<file path="config.mk">
export PLATFORM = sky130hd
export DESIGN_NAME = fetch_stage
export DESIGN_NICKNAME = d
export VERILOG_FILES = /design/src/rtl/fetch_stage.sv
export SDC_FILE = /design/constraint.sdc
export NUM_CORES = 1
export LEC_CHECK = 0
export BUFFER_PORTS_ARGS = -buffer_cell sky130_fd_sc_hd__buf_4
export CORE_UTILIZATION = 27
export CTS_CLUSTER_SIZE = 14
export DETAILED_ROUTE_END_ITERATION = 10
export MAX_ROUTING_LAYER = met4
export SKIP_CTS_REPAIR_TIMING = 1
export SLEW_MARGIN = 20
export SYNTH_ARGS = -nofsm -noshare
export SYNTH_HDL_FRONTEND = slang
export SYNTH_SLANG_ARGS = --single-unit
</file>
<file path="constraint.sdc">
create_clock -name clk -period 4.8 [get_ports clk]
set_clock_uncertainty 0.1 [all_clocks]
set_input_delay 0.48 -clock clk [delete_from_list [all_inputs] [get_ports clk]]
set_output_delay 0.48 -clock clk [all_outputs]
set_load 0.02 [all_outputs]
</file>
<file path="src/rtl/fetch_stage.sv">
// Instruction-fetch stage: PC register, instruction memory address and IF/ID pipeline register.
// Optional macro FETCH_MISALIGN_CHK_EN enables the sticky misaligned-redirect flag.
module fetch_stage #(
  parameter logic [31:0] RESET_PC = 32'h0000_0000,
  parameter logic [31:0] NOP_WORD = 32'h0000_0000
) (
  input  logic        clk,
  input  logic        reset,
  input  logic        stall,
  input  logic        flush,
  input  logic        redirect_valid,
  input  logic [31:0] redirect_pc,
  input  logic        halt_req,
  output logic [31:0] imem_addr,
  input  logic [31:0] imem_rdata,
  output logic [31:0] pc,
  output logic [31:0] if_id_instr,
  output logic [31:0] if_id_pc_plus4,
  output logic        if_id_valid,
  output logic        halted,
  output logic        misalign_err
);

  typedef enum logic [1:0] {
    BOOT   = 2'd0,
    RUN    = 2'd1,
    HALTED = 2'd2
  } state_t;

  state_t      state_r, state_next_s;
  logic [31:0] pc_r, pc_next_s;
  logic [31:0] instr_r, instr_next_s;
  logic [31:0] pc4_r, pc4_next_s;
  logic        valid_r, valid_next_s;
  logic        halted_r, halted_next_s;
  logic        redirect_take_s;
  logic [31:0] pc_plus4_s;
  logic [31:0] target_s;

  assign pc_plus4_s = pc_r + 32'd4;
  assign target_s   = {redirect_pc[31:2], 2'b00};

  // Next-state, next-PC and IF/ID selection; redirect outranks halt, flush and stall.
  always_comb begin
    state_next_s    = state_r;
    pc_next_s       = pc_r;
    instr_next_s    = instr_r;
    pc4_next_s      = pc4_r;
    valid_next_s    = valid_r;
    redirect_take_s = 1'b0;
    case (state_r)
      BOOT: begin
        state_next_s = RUN;
        pc_next_s    = RESET_PC;
        instr_next_s = NOP_WORD;
        pc4_next_s   = 32'd0;
        valid_next_s = 1'b0;
      end
      RUN: begin
        if (redirect_valid) begin
          redirect_take_s = 1'b1;
          pc_next_s       = target_s;
        end else if (halt_req) begin
          state_next_s = HALTED;
        end else if (stall) begin
          pc_next_s = pc_r;
        end else begin
          pc_next_s = pc_plus4_s;
        end
        if (redirect_valid || flush || halt_req) begin
          instr_next_s = NOP_WORD;
          pc4_next_s   = 32'd0;
          valid_next_s = 1'b0;
        end else if (stall) begin
          valid_next_s = valid_r;
        end else begin
          instr_next_s = imem_rdata;
          pc4_next_s   = pc_plus4_s;
          valid_next_s = 1'b1;
        end
      end
      HALTED: begin
        instr_next_s = NOP_WORD;
        pc4_next_s   = 32'd0;
        valid_next_s = 1'b0;
        if (redirect_valid) begin
          redirect_take_s = 1'b1;
          pc_next_s       = target_s;
          state_next_s    = RUN;
        end else begin
          state_next_s = HALTED;
        end
      end
      default: begin
        state_next_s = BOOT;
        pc_next_s    = RESET_PC;
        instr_next_s = NOP_WORD;
        pc4_next_s   = 32'd0;
        valid_next_s = 1'b0;
      end
    endcase
    halted_next_s = (state_next_s == HALTED);
  end

  // Pipeline state registers.
  always_ff @(posedge clk or posedge reset) begin
    if (reset) begin
      state_r  <= BOOT;
      pc_r     <= RESET_PC;
      instr_r  <= NOP_WORD;
      pc4_r    <= 32'd0;
      valid_r  <= 1'b0;
      halted_r <= 1'b0;
    end else begin
      state_r  <= state_next_s;
      pc_r     <= pc_next_s;
      instr_r  <= instr_next_s;
      pc4_r    <= pc4_next_s;
      valid_r  <= valid_next_s;
      halted_r <= halted_next_s;
    end
  end

`ifdef FETCH_MISALIGN_CHK_EN
  logic misalign_r;

  // Sticky flag: any taken redirect with nonzero low address bits.
  always_ff @(posedge clk or posedge reset) begin
    if (reset) begin
      misalign_r <= 1'b0;
    end else begin
      misalign_r <= misalign_r | (redirect_take_s & (redirect_pc[1:0] != 2'b00));
    end
  end

  assign misalign_err = misalign_r;
`else
  logic unused_misalign_inputs;

  // Low redirect bits are silently dropped in this build.
  assign unused_misalign_inputs = redirect_take_s ^ redirect_pc[1] ^ redirect_pc[0];
  assign misalign_err           = 1'b0;
`endif

  assign imem_addr      = pc_r;
  assign pc             = pc_r;
  assign if_id_instr    = instr_r;
  assign if_id_pc_plus4 = pc4_r;
  assign if_id_valid    = valid_r;
  assign halted         = halted_r;

endmodule

</file>
==> metrics list <==
- The detailed router placed 4580 vias in this run.
- The multi-input combinational cells in the finished layout cover a total of 0.002384 mm2.
- The first global-routing pass estimated 24960 um of wire.
- Top_reg_cell synth: sky130_fd_sc_hd__dfrtp_1
- Leakage: 3.443 nW
- Synthesis-stage register bit count: 97
* Transition time of the tightest slew-check pin: 0.8725 ns
- For this configuration, the core starts out at a cell density of 0.2776.
* Hold Slack: 0.1855 ns
* Post-synthesis cell type with the largest combined area: sky130_fd_sc_hd__dfrtp_1
- DR DRC count: 0
- HPWL reported at the end of detailed placement: 11390 um
- Number of max-capacitance violations reported: 0
- Row Count: 50
- Yosys printed 0 warnings.
* Register area: 0.002427 mm2
- The number of global-route vias before repair was 4449.
* Post-synth EDFFs: 0
* Non-Filler Instances: 963
* Worst EP required: 4.94 ns
* Finished Core Util: 0.3702
* Delay contributed by the slowest stage of the critical path: 0.71 ns
* Std-Cell Core Area: 0.01883 mm2
- The number of placed instances, taps included, is 947.
- Unrepaired setup endpoints after global routing: false
* Input/output buffers: 193
- Total gr overflow: 0
- The critical path in this run is classified as flip-flop to flip-flop.
- Post-DR vias/cell: 4.756
- After synthesis, the share of flip-flops with an asynchronous set or reset is 1.000.
* Hold WC Path Type: primary input to async pin
- Number of cells produced by synthesis: 549
* CP arrival: 3.03 ns
- CTS tree: yes
- Derived from the worst setup path, the maximum achievable clock frequency is 346.2 MHz.
* Final hold violations: 0
- Number of DRC markers in iteration 0: 253
- In this run the worst path has a maximum fanout of 12.
* Nets: 773
- Highest ir drop seen on vdd: 0.1957 mV
* Layout cells sized above 1: 0.3201
- For this run, the detailed router's first-pass iteration total came to 4.
* Power after layout: 2.961 mW
- For this block, the routed nets add up to 15890 um of wire.
* Clock Path Buffers: 2
- Die Outline Area: 0.01992 mm2
- Adding up every negative setup slack in the final design gives 0 ns.
- Measured against its own limit, the worst slew margin works out to 0.4183.
* Proportion of synthesized chip area in sequential cells: 0.4643
* Root buffer selected by CTS: sky130_fd_sc_hd__clkbuf_16
- Reg2Reg Setup Slack: 1.91 ns
- The die is 141.1 um wide.
* Number of routed nets with antenna violations: 0
- Kind of end point of the critical path: flip-flop
- Netlist Area Pre-Place: 0.005228 mm2
* Synth Area per Inst: 9.522 um2
- After synthesis, the cell types taking the most area are sky130_fd_sc_hd__dfrtp_1 (46%), sky130_fd_sc_hd__mux2i_1 (6.7%), sky130_fd_sc_hd__buf_4 (5.5%).
* Maximum number of pins on one net before global-route repair: 67
* Dominant cell type by count on the critical path: sky130_fd_sc_hd__nand2_1
* Result of the run: finished clean
- Post-synthesis cell type count: 52
- Number of inserted diodes: 0
- Setup Viol. Count Final: 0
* Most frequent standard cell in the layout excluding fill and tap cells: sky130_fd_sc_hd__buf_4
- I/O pin total: 201
- Cell with the largest stage delay on the worst path: sky130_fd_sc_hd__nor2_1
- Level count of the clock H-tree: 3
- The clock reaches the later pin of the worst-skew pair after 0.35 ns.
- Fill cell total of the finished layout: 1956
- Leaving out fill and tap cells, the most frequent cells in the layout are sky130_fd_sc_hd__buf_4 (200), sky130_fd_sc_hd__dfrtp_1 (97), sky130_fd_sc_hd__nor2_1 (59).
- Across every metal layer, demand over resource in global routing totals 0.1675.
- Minimum clock period: 2.888 ns
- TritonCTS created 9 clock buffers.
* Initial antenna violation count: 0
- Clock-pin slew was measured on the worst setup and hold paths at 0.07 ns.
- Pins Over Slew Limit: 0
- Final estimated routing congestion in global placement: 0.8111
- Compared with the post-synthesis result, the final layout area differs by 33.37%.
- Clock sink count: 97
* Type of element launching the critical path: flip-flop
- Of the available clock period, the critical path in the final layout requires 0.6017.
- The signal on the critical path passes through inv_1 -> ha_1 -> nor2b_1 -> nand2_1 -> nor2_1 -> nand2_1 -> o311ai_0.
* Routed len/inst: 16.50 um
- Fraction of post-synthesis cell area in the top cell type by area: 0.4643
* Die Y-Extent: 141.1 um
- For this design the ratio of total power to cell area is 424.8 mW/mm2.
critical path: cells and delay by family, from the launching register on:
family	cells	cell delay, ns
AND/OR/NAND/NOR	4	1.60
buffers and inverters	1	0.09
flip-flops	1	0.42
AO/OA/AOI/OAI	1	0.28
adder cells (fa/ha/maj)	1	0.28
sequential cells by signal (all words and copies together) (netlist names):
signal,count
if_id_valid,1
imem_addr,30
if_id_instr,32
halted,1
state_r,2
if_id_pc_plus4,31
power by group:
| part | internal (mW) | switching [mW] |
|---|---|---|
| Sequential | 0.918 | 0.219 |
| Clock | 0.418 | 0.320 |
| Combinational | 0.444 | 0.641 |
| Total | 1.78 | 1.18 |
kinds of logic (layout without fill, tap and decap cells):
group / after synthesis / in the layout / share of synthesized area
multiplexers: 35 / 35 / 0.06702
buffers and inverters: 77 / 227 / 0.08353
other: 1 / 5 / 0.0007174
adder cells (fa/ha/maj): 5 / 5 / 0.01197
flip-flops: 97 / 97 / 0.4643
XOR/XNOR: 28 / 28 / 0.04691
AND/OR/NAND/NOR: 176 / 176 / 0.1675
AO/OA/AOI/OAI: 130 / 130 / 0.1580
layout make-up:
class / instances / area share
clock buffers: 13 / 0.03589
inverters: 11 / 0.006281
clock inverters: 3 / 0.005743
repair buffers: 200 / 0.2154
multi-input cells: 379 / 0.3419
well taps: 260 / 0.04666
flip-flops and latches: 97 / 0.3482
layer usage:
metal,global-route usage,up-vias,share of wire
met3,0.03363,18,0.061
met1,0.2282,2198,0.46
met4,0.04748,0,0.016
met2,0.2507,160,0.46
met5,-,-,0
li1,-,2204,-
stage by stage:
step / setup WS (ns) / cell area [um2]
after floorplan: 1.686 / 5243
after global placement: 1.954 / 6681
after detailed placement: 1.919 / 6681
after CTS: 1.900 / 6972
after global routing: 1.617 / 6972
final: 1.912 / 6972
cells in the mapped netlist, types with 3 or more instances:
master and instances:
sky130_fd_sc_hd__ha_1 5, sky130_fd_sc_hd__inv_1 10, sky130_fd_sc_hd__dfrtp_1 97, sky130_fd_sc_hd__xnor2_1 19, sky130_fd_sc_hd__o41ai_1 4, sky130_fd_sc_hd__buf_2 4, sky130_fd_sc_hd__nand2b_1 3, sky130_fd_sc_hd__o311ai_0 4
sky130_fd_sc_hd__buf_4 38, sky130_fd_sc_hd__mux2i_1 35, sky130_fd_sc_hd__a31oi_1 3, sky130_fd_sc_hd__a211oi_1 3, sky130_fd_sc_hd__nand2_1 47, sky130_fd_sc_hd__and3_1 9, sky130_fd_sc_hd__a221o_1 4, sky130_fd_sc_hd__clkbuf_1 21
sky130_fd_sc_hd__and4_1 5, sky130_fd_sc_hd__a21oi_1 28, sky130_fd_sc_hd__nor3_1 12, sky130_fd_sc_hd__buf_1 3, sky130_fd_sc_hd__nand4_1 7, sky130_fd_sc_hd__a22oi_1 4, sky130_fd_sc_hd__o211a_1 3, sky130_fd_sc_hd__or4_1 3
sky130_fd_sc_hd__o211ai_1 4, sky130_fd_sc_hd__o21ai_0 49, sky130_fd_sc_hd__a21o_1 11, sky130_fd_sc_hd__nor2_1 59, sky130_fd_sc_hd__xor2_1 9, sky130_fd_sc_hd__nand3_1 13, sky130_fd_sc_hd__nor4_1 6
worst paths after layout:
kind	cells after the start	from	to
setup / recovery	7	state_r[1]	imem_addr[21]
hold / removal	2	reset	if_id_pc_plus4[22]
setup reg to reg	7	state_r[1]	imem_addr[21]
hold reg to reg	2	if_id_pc_plus4[6]	if_id_pc_plus4[6]
max in group asynchronous	3	reset	imem_addr[11]
min in group clk	3	redirect_pc[10]	imem_addr[10]
Note: power is estimated with default switching activity, not from simulation.
